## src/rtl/alsu_pkg.sv

```systemverilog
// alsu_pkg: opcodes, cmd_data field offsets and issuer FSM states
package alsu_pkg;
  localparam logic [2:0] OP_AND = 3'b000;
  localparam logic [2:0] OP_XOR = 3'b001;
  localparam logic [2:0] OP_ADD = 3'b010;
  localparam logic [2:0] OP_MUL = 3'b011;
  localparam logic [2:0] OP_SUB = 3'b100;
  localparam logic [2:0] OP_DIV = 3'b101;
  localparam int OFF_OPCODE = 0;
  localparam int OFF_RED_A  = 3;
  localparam int OFF_RED_B  = 4;
  localparam int OFF_BYP_A  = 5;
  localparam int OFF_BYP_B  = 6;
  localparam int OFF_CIN    = 7;
  localparam int OFF_A      = 8;
  function automatic int off_b(input int width);
    return OFF_A + width;
  endfunction
  typedef enum logic [1:0] {IDLE, DRIVE, RESP} state_t;
endpackage

```

## src/rtl/alsu_cmd_unpack.sv

```systemverilog
// alsu_cmd_unpack: slices a packed command word into ALSU fields
import alsu_pkg::*;
module alsu_cmd_unpack #(
  parameter int WIDTH = 4
) (
  input  logic [2*WIDTH+7:0] cmd_data,
  output logic [2:0]         opcode,
  output logic               red_op_a,
  output logic               red_op_b,
  output logic               bypass_a,
  output logic               bypass_b,
  output logic               cin,
  output logic [WIDTH-1:0]   a,
  output logic [WIDTH-1:0]   b
);
  assign opcode   = cmd_data[OFF_OPCODE +: 3];
  assign red_op_a = cmd_data[OFF_RED_A];
  assign red_op_b = cmd_data[OFF_RED_B];
  assign bypass_a = cmd_data[OFF_BYP_A];
  assign bypass_b = cmd_data[OFF_BYP_B];
  assign cin      = cmd_data[OFF_CIN];
  assign a        = cmd_data[OFF_A +: WIDTH];
  assign b        = cmd_data[off_b(WIDTH) +: WIDTH];
endmodule

```

## src/rtl/alsu_cmd_issuer.sv

```systemverilog
// alsu_cmd_issuer: issues one command to an ALSU, captures its result and hands it on
import alsu_pkg::*;
module alsu_cmd_issuer #(
  parameter int WIDTH = 4
) (
  input  logic                 clk,
  input  logic                 rst_n,
  input  logic                 cmd_valid,
  output logic                 cmd_ready,
  input  logic [2*WIDTH+7:0]   cmd_data,
  output logic [WIDTH-1:0]     alu_A,
  output logic [WIDTH-1:0]     alu_B,
  output logic [2:0]           alu_Opcode,
  output logic                 alu_Cin,
  output logic                 alu_red_op_A,
  output logic                 alu_red_op_B,
  output logic                 alu_bypass_A,
  output logic                 alu_bypass_B,
  input  logic [2*WIDTH-1:0]   alu_out,
  input  logic                 alu_Odd_parity,
  input  logic                 alu_Invalid,
  output logic                 rsp_valid,
  input  logic                 rsp_ready,
  output logic [2*WIDTH+1:0]   rsp_data,
  input  logic                 cnt_clr,
  output logic [7:0]           invalid_cnt,
  output logic                 busy
);
  state_t state_q, state_d;
  logic [2:0] u_opcode;
  logic u_red_a, u_red_b, u_byp_a, u_byp_b, u_cin;
  logic [WIDTH-1:0] u_a, u_b;
  logic accept, rsp_hs;

  alsu_cmd_unpack #(.WIDTH(WIDTH)) u_unpack (
    .cmd_data (cmd_data),
    .opcode   (u_opcode),
    .red_op_a (u_red_a),
    .red_op_b (u_red_b),
    .bypass_a (u_byp_a),
    .bypass_b (u_byp_b),
    .cin      (u_cin),
    .a        (u_a),
    .b        (u_b)
  );

  assign cmd_ready = state_q == IDLE;
  assign busy      = state_q != IDLE;
  assign rsp_valid = state_q == RESP;
  assign accept    = cmd_valid && cmd_ready;
  assign rsp_hs    = rsp_valid && rsp_ready;

  // Next state: accept in IDLE, single-cycle DRIVE, hold RESP until handshake
  always_comb begin
    state_d = state_q;
    state_d = accept ? DRIVE : (state_q == DRIVE) ? RESP : rsp_hs ? IDLE : state_q;
  end

  // State register
  always_ff @(posedge clk or negedge rst_n)
    if (!rst_n) state_q <= IDLE;
    else state_q <= state_d;

  // ALSU operand/control registers, loaded only on accept and held otherwise
  always_ff @(posedge clk or negedge rst_n)
    if (!rst_n) begin
      alu_A        <= '0;
      alu_B        <= '0;
      alu_Opcode   <= '0;
      alu_Cin      <= 1'b0;
      alu_red_op_A <= 1'b0;
      alu_red_op_B <= 1'b0;
      alu_bypass_A <= 1'b0;
      alu_bypass_B <= 1'b0;
    end else if (accept) begin
      alu_A        <= u_a;
      alu_B        <= u_b;
      alu_Opcode   <= u_opcode;
      alu_Cin      <= u_cin;
      alu_red_op_A <= u_red_a;
      alu_red_op_B <= u_red_b;
      alu_bypass_A <= u_byp_a;
      alu_bypass_B <= u_byp_b;
    end

  // Response capture at the closing edge of DRIVE
  always_ff @(posedge clk or negedge rst_n)
    if (!rst_n) rsp_data <= '0;
    else if (state_q == DRIVE) rsp_data <= {alu_Invalid, alu_Odd_parity, alu_out};

  // Saturating count of handed-off invalid responses; clear has priority
  always_ff @(posedge clk or negedge rst_n)
    if (!rst_n) invalid_cnt <= '0;
    else if (cnt_clr) invalid_cnt <= '0;
    else if (rsp_hs && rsp_data[2*WIDTH+1] && invalid_cnt != 8'hFF) invalid_cnt <= invalid_cnt + 8'd1;
endmodule

```

## config.mk

```make
export PLATFORM = sky130hd
export DESIGN_NAME = alsu_cmd_issuer
export DESIGN_NICKNAME = d
export VERILOG_FILES = /design/src/rtl/alsu_pkg.sv /design/src/rtl/alsu_cmd_unpack.sv /design/src/rtl/alsu_cmd_issuer.sv
export SDC_FILE = /design/constraint.sdc
export NUM_CORES = 1
export LEC_CHECK = 0
export CAP_MARGIN = 20
export CORE_MARGIN = 3
export CORE_UTILIZATION = 40
export CTS_BUF_LIST = sky130_fd_sc_hd__clkbuf_4
export DETAILED_ROUTE_END_ITERATION = 8
export PLACE_DENSITY = 0.84
export SETUP_SLACK_MARGIN = 0.4
export SYNTH_ARGS = -nofsm -noshare
export SYNTH_HDL_FRONTEND = slang
export SYNTH_HIERARCHICAL = 1
export SYNTH_SLANG_ARGS = --single-unit
```

## constraint.sdc

```tcl
create_clock -name clk -period 1.6 [get_ports clk]
set_input_delay 0.32 -clock clk [delete_from_list [all_inputs] [get_ports clk]]
set_output_delay 0.32 -clock clk [all_outputs]
set_load 0.05 [all_outputs]
```

==> results of run 1 <==
cells in the mapped netlist (all sizes together) (2+ instances only):
cell type	count	area, um^2
a311oi	2	17.5
dfrtp	36	901
buf	23	178
a41oi	4	53.8
and3	3	18.8
nand2b	3	18.8
inv	4	15.0
nor2	2	10.0
mux2	27	342
a211oi	6	45.0
a21o	2	17.5
a21oi	2	10.0
stage by stage:
| stage | power (mW) | hold slack [ns] | TNS (ns) |
|---|---|---|---|
| detailed placement | 4.74 | 0.385 | -0.565 |
| floorplan | 3.69 | 0.0244 | -0.219 |
| global route | 6.46 | 0.552 | -0.00312 |
| global placement | 4.65 | 0.371 | -0.338 |
| finish | 6.24 | 0.539 | 0 |
| CTS | 5.95 | 0.532 | 0 |
worst register-to-register path: cells and delay by family (launching register included):
family	cells	cell delay, ns
simple gates	1	0.13
buf+inv	2	0.31
mux	1	0.32
flops	1	0.44
compound gates	1	0.21
routing by layer:
| metal | vias to the layer above | GRT usage, % |
|---|---|---|
| met5 | - | 0 |
| met1 | 657 | 22.1 |
| li1 | 616 | - |
| met3 | 17 | 4.43 |
| met2 | 59 | 32.1 |
| met4 | 0 | 7.31 |
final cells by class:
| cell class | count | area [um^2] | share of cell area (%) |
|---|---|---|---|
| Timing Repair Buffer | 102 | 1160 | 38.2 |
| Tap cell | 50 | 62.6 | 2.06 |
| Inverter | 4 | 17.5 | 0.577 |
| Sequential cell | 36 | 915 | 30.1 |
| Clock inverter | 3 | 23.8 | 0.784 |
| Clock buffer | 5 | 37.5 | 1.24 |
| Multi-Input combinational cell | 65 | 820 | 27.0 |
repair_timing:
action	CTS	global route
resized for setup	44	16
setup endpoints to repair	71	72
gates cloned	2	0
setup buffers	19	9
endpoints found under the hold margin	5	0
pin swaps	5	5
hold buffers	1	0
power by group through the flow:
stage,logic [mW],clock network (mW),registers [mW]
after floorplan,0.956,0,2.74
after global placement,3.11,0,1.54
after detailed placement,3.17,0,1.57
after CTS,3.82,0.510,1.61
after global routing,4.22,0.571,1.67
final,4.09,0.516,1.63
kinds of logic (layout without fill, tap and decap cells):
family | after synthesis | after routing | synth area share [%]
AND/OR/NAND/NOR | 17 | 18 | 6.76
adder cells (fa/ha/maj) | 1 | 1 | 0.719
flip-flops | 36 | 36 | 51.8
AO/OA/AOI/OAI | 18 | 18 | 9.49
buffers and inverters | 27 | 114 | 11.1
multiplexers | 28 | 28 | 20.2
flip-flops by register name, indices dropped and copies added, names as in the netlist:
register and count:
state_q 2, alu_Opcode 3, alu_bypass_A 1, invalid_cnt 8, alu_A 4, alu_red_op_A 1, alu_Cin 1, alu_red_op_B 1
alu_bypass_B 1, alu_B 4, rsp_data 10
worst max path at each step:
stage                     depth (start not counted)  slack (ns)              to
final                                             4        0.04            busy
after global routing                              4      -0.003            busy
after CTS                                         4        0.04            busy
after detailed placement                          5       -0.15  invalid_cnt[4]
after global placement                            5       -0.14  invalid_cnt[4]
after floorplan                                   5       -0.02        alu_A[0]
==> metrics list, run 1 <==
* Sum of met3 wire segment lengths after detailed routing: 247 um
- Final Critical Period: 1.56 ns
- Antenna violation net count after detailed routing: 0
* Post-layout instance count excluding filler cells: 265
- Of all flip-flops after synthesis, the portion carrying an async set or reset was 100%.
- Count of input and output buffers: 67
* Nets: 246
- Highest attainable clock frequency: 0.640 GHz
- Layout Skew: 0.0106 ns
* Headroom to the max-slew limit: 68.9%
- Slowest stage cell, crit path: dfrtp_2
- The critical path is of the reg -> out type.
- Wire length per cell after detailed routing: 18.2 um
- Worst-path maximum fanout: 4
- Once detailed placement completed, the half-perimeter wirelength came to 2840 um.
- Worst min path class: in -> async
* Wire length on met1: 1870 um
- In this run, synthesis inferred 0 flip-flops with an integrated enable.
- Total number of vias: 1,349
- Internal power comes to 3.44 mW.
- The startpoint identified for the worst register-to-register timing path is state_q[1].
- The clock drives 36 sinks.
* Number of vias per cell: 5.09
- Post-synthesis cell count: 127
* Worst path top cell family by delay: flip-flops
- Starting Density: 42.6%
- The tree is rooted in a clkbuf_4.
- Met2 Wirelength: 2530 um
* Fraction of power spent switching nets: 44.8%
- Detailed-router iteration count before antenna repair: 4
* Crit path launch: state_q[1]
- Number of slew-limit violations in the final report: 0
- Of the available clock period, the critical path in the final layout requires 97.6%.
* TritonCTS clock tree: built
- Number of global-route vias before repair: 1,520
- Max-cap violations in this run came to 0.
- The analysis attributes to cell leakage a power of 1.32 nW.
* Endpoint type of the worst setup path: output pin
- Status: complete, no violations
* Core region area: 4090 um^2
* Count of inserted antenna diode cells: 0
* Top-Level Pins: 68
- The synthesized netlist occupies a cell area of 1740 um^2.
- Synthesis inferred 36 register bits.
- Proportion of power drawn by the clock network: 8.3%
- Once placement finished, the instance area stood at 2450 um^2.
- The critical path contains buffers and inverters numbering 3 combined.
- The initial antenna violation count is 0.
* Clock buffers created by TritonCTS: 5
- Global Route Usage Sum: 18.5%
* Worst slew pin tran: 0.467 ns
- Across the VDD grid, the largest voltage drop is 1.46 mV.
* Total detailed-routing wirelength: 4830 um
- Cells with a size suffix above 1 make up 65.6% of the layout.
- FF-to-FF path depth: 5
- Required time at the worst-slack endpoint: 1.28 ns
- Leading cell types in the layout, fill and taps excluded: 30 x buf_6, 29 x clkdlybuf4s50_1, 25 x dfrtp_1, 25 x buf_4, 21 x mux2_4
* # fillers: 254
* Slack of the worst reg-to-reg path: 0.09 ns
- Area growth from synthesis to final layout: 74.3%
- In this run, flip-flops and latches consume 26.2% of the power.
* RSZ-0062 raised after global routing: true
- Max stage delay on crit path: 0.47 ns
- Cells fill 74.2% of the core in the end.
- Each instance of the synthesized netlist takes up on average 13.7 um^2.
* Critical Path Source Type: flop
- Reg2reg end: invalid_cnt[0]
- The signal on the critical path passes through nor2_4, buf_6, inv_4, buf_12.
* Clk buf depth: 2
- Core Rows: 23
* Post-route design area: 3030 um^2
- Clock transition at the registers of the reported paths: 0.13 ns
* Synth Net Count: 159
- In this run, placement finished with an instance count of 226.
- Of the total power, combinational logic draws 65.6%.
- Number of H-tree branching levels: 2
- Pre-CTS WS: -0.152 ns
- At the later pin of the worst-skew pair, clock insertion delay measures 0.34 ns.
- Setup ws final: 0.0381 ns
* Maximum number of pins on one net before global-route repair: 37
* Final setup violation count: 0
- Sw Pwr: 2.80 mW
- The netlist uses 33 different library cells.
* Endpoints failing hold: 0
- Register area share after synthesis: 51.8%
- The die covers 5180 um^2.
* Power density over cell area: 2060 nW/um^2
- YS warnings: 6
- The die is 72.0 um wide.
- For this run, design rule violations remaining after detail routing come to 0.
- Chip height: 72.0 um
- Commonest non-fill, non-tap cell in the layout: buf_6
* First-pass GRT wire length: 7400 um
- Number of DRC markers after the initial detailed-route iteration: 86
* Data arrival time of the critical path: 1.24 ns
* Residual overflow from global routing: 0
* Highest metal layer with signal wires: met4
- For this run, the leading register cell type out of synthesis is dfrtp_1.
* RePlAce Congestion: 0.811
(Power assumes the default switching activity.)
==> run 2, diff against run 1 <==
Settings changed: GPL_TIMING_DRIVEN from default to 0.
==> metrics list, run 2 (synthesis gave the netlist of run 1 again) <==
- Clock root buffer master: clkbuf_4 (unchanged)
* Pre-CTS WS: -0.394 ns (was -0.152 ns)
- Commonest non-fill, non-tap cell in the layout: buf_6 (unchanged)
- Clock transition at the registers of the reported paths: 0.11 ns (was 0.13 ns)
* Status: complete, no violations (unchanged)
- Endpoint type of the worst setup path: output pin (unchanged)
* Detailed-router iteration count before antenna repair: 6 (was 4)
- # fillers: 278 (was 254)
- Number of stages on the worst setup path: 2 (was 4)
- Core Util, Final: 70.1% (was 74.2%)
- Core region area: 4090 um^2 (unchanged)
- Power density over cell area: 2080 nW/um^2 (was 2060 nW/um^2)
* Global Route Usage Sum: 17.4% (was 18.5%)
- Worst setup path endpoint: rsp_valid (was busy)
- Residual DRC count: 0 (unchanged)
* Number of H-tree branching levels: 2 (unchanged)
- RePlAce Congestion: 0.847 (was 0.811)
* Reg2reg end: invalid_cnt[0] (unchanged)
- The endpoint required time on the critical path came to 1.28 ns (about the same).
- The total routed wirelength was 4280 um (was 4830 um).
- The number of global-route vias before repair came to 1,425 (was 1,520).
- The max-cap check violation count was 0 (unchanged).
- Worst min path class: in -> async (unchanged)
* Wire length per cell after detailed routing: 16.3 um (was 18.2 um)
- The global-route wire length before repair came to 6870 um (was 7400 um).
- Number of vias per cell: 5.02 (was 5.09)
- Worst slew pin tran: 0.775 ns (was 0.467 ns)
- The slack of the critical path was 0.0947 ns (was 0.0381 ns).
- Final Critical Period: 1.51 ns (was 1.56 ns)
- The count of buffers inserted at the top-level ports is 50 (was 67).
- Number of DRC markers after the initial detailed-route iteration: 102 (was 86)
- Number of slew-limit violations in the final report: 0 (unchanged)
- The number of buffers and inverters on the critical path came to 1 (was 3).
- Max FFs per register: 10 (unchanged)
- Leading cell types in the layout, fill and taps excluded: 44 x buf_6, 37 x buf_4, 25 x dfrtp_1 (was 30 x buf_6, 29 x clkdlybuf4s50_1, 25 x dfrtp_1, 25 x buf_4, 21 x mux2_4).
- The number of rows created at floorplan came to 23 (unchanged).
- Highest attainable clock frequency: 0.664 GHz (was 0.640 GHz)
- Max stage delay on crit path: 0.47 ns (about the same)
- Slowest stage cell, crit path: dfrtp_2 (unchanged)
- The worst vdd rail ir drop is 1.41 mV (was 1.46 mV).
* Top-Level Pins: 68 (unchanged)
* Half-perimeter wire length of the detailed placement result: 2760 um (was 2840 um)
- The origin of the worst setup path is state_q[0] (was state_q[1]).
- The startpoint type of the worst setup path was a flop (unchanged).
* Chip height: 72.0 um (unchanged)
- Ratio of final minimum period to clock period: 94.1% (was 97.6%)
* Endpoints failing hold: 0 (unchanged)
* Headroom to the max-slew limit: 48.4% (was 68.9%)
* Final Hold Slack: 0.0478 ns (was 0.539 ns)
- TritonCTS clock tree: built (unchanged)
- The number of antenna diodes came to 0 (unchanged).
- The count of antenna-violating nets left after detailed routing is 0 (unchanged).
- The final worst clock skew was 0.00971 ns (was 0.0106 ns).
- Nets: 244 (was 246)
- Leakage dissipation: 1.29 nW (was 1.32 nW)
- Total die area: 5180 um^2 (unchanged)
- Starting Density: 42.6% (unchanged)
* Worst-path maximum fanout: 6 (was 4)
- The final-report setup violation count came to 0 (unchanged).
- Maximum number of pins on one net before global-route repair: 37 (unchanged)
- CP Cell Sequence: and2b_2, buf_8 (was nor2_4, buf_6, inv_4, buf_12).
- FF-to-FF path depth: 4 (was 5)
* Total number of vias: 1,320 (was 1,349)
* Slack of the worst reg-to-reg path: 0.15 ns (was 0.09 ns)
* Area growth from synthesis to final layout: 64.6% (was 74.3%)
* Start-to-end type of the worst setup path: reg -> out (unchanged)
* Clk buf depth: 2 (unchanged)
- The arrival time reported for the critical path endpoint is 1.19 ns (was 1.24 ns).
- RSZ-0062 raised after global routing: true (unchanged)
- The clock latency at the later pin of the worst-skew pair was 0.33 ns (was 0.34 ns).
- Biggest regs: rsp_data x10, invalid_cnt x8 (unchanged).
* Source of the worst register-to-register timing path: state_q[0] (was state_q[1])
* Layout cell share with drive strength beyond 1: 73.7% (was 65.6%)
* Clock buffers created by TritonCTS: 5 (unchanged)
- Overall die width: 72.0 um (unchanged)
* Antenna violations before repair: 0 (unchanged)
- Worst path top cell family by delay: flip-flops (unchanged)
* Total clock sinks: 36 (unchanged)
- Residual overflow from global routing: 0 (unchanged)
- Most flops, register: rsp_data (unchanged)
## run 2: cell count changes in the layout (fill, tap and decap cells not counted), sizes merged
cell and change:
clkinv +2, nand2b -1, clkdlybuf4s50 -17, buf +17, dlygate4sd3 -1, clkinvlp -2
## run 2: cell type report
class	instances	area (um^2)	share of cell area (%)
flip-flops and latches	36	915	31.9
inverters	4	15.0	0.524
clock buffers	5	37.5	1.31
plain buffers	23	204	7.12
multi-input cells	64	806	28.1
well taps	50	62.6	2.18
clock inverters	3	18.8	0.655
repair buffers	78	806	28.1
## run 2: metrics by stage
| stage | power (mW) | TNS (ns) | cell area (um^2) | std cells |
|---|---|---|---|---|
| floorplan | 3.69 | -0.219 | 1820 | 127 |
| global placement | 4.62 | -20.30 | 2380 | 227 |
| detailed placement | 4.69 | -2.56 | 2380 | 227 |
| CTS | 5.84 | 0 | 2800 | 257 |
| global route | 6.20 | 0 | 2860 | 263 |
| finish | 5.95 | 0 | 2860 | 263 |
## run 2: timing repair
| action | 4_1_cts | 5_1_grt |
|---|---|---|
| resized for setup | 293 | 4 |
| pin swaps | 13 | 1 |
| setup buffers | 20 | 6 |
| setup endpoints to repair | 72 | 72 |
| cloned | 2 | 0 |
| hold buffers | 0 | 0 |
| endpoints found under the hold margin | 0 | 0 |
## run 2: worst min-delay path by stage
stage	cells after the start	endpoint	start
global placement	1	rsp_data[0]	rsp_data[0]
CTS	1	alu_Cin	rst_n
global route	1	alu_Opcode[2]	rst_n
floorplan	0	alu_A[0]	rst_n
finish	1	alu_bypass_A	rst_n
detailed placement	1	alu_Cin	rst_n
## run 2: report_power, final
group          switching, mW  total, mW  internal, mW
sequential             0.310       1.60          1.29
combinational           2.05       3.87          1.83
clock                  0.305      0.474         0.169
total                   2.66       5.95          3.29
## run 2: worst register-to-register path: stages, from the launching register on
cell and delay [ns]:
dfrtp_2 0.47, nand4b_1 0.20, buf_6 0.16, a41oi_4 0.20, mux2_4 0.32
## run 2: per-layer routing
layer | part of all wire [%] | vias up | track usage, %
met5 | 0 | - | 0
met4 | 1.2 | 0 | 7.93
met3 | 6.8 | 6 | 6.09
met2 | 55 | 52 | 30.0
met1 | 37 | 650 | 19.2
li1 | - | 612 | -
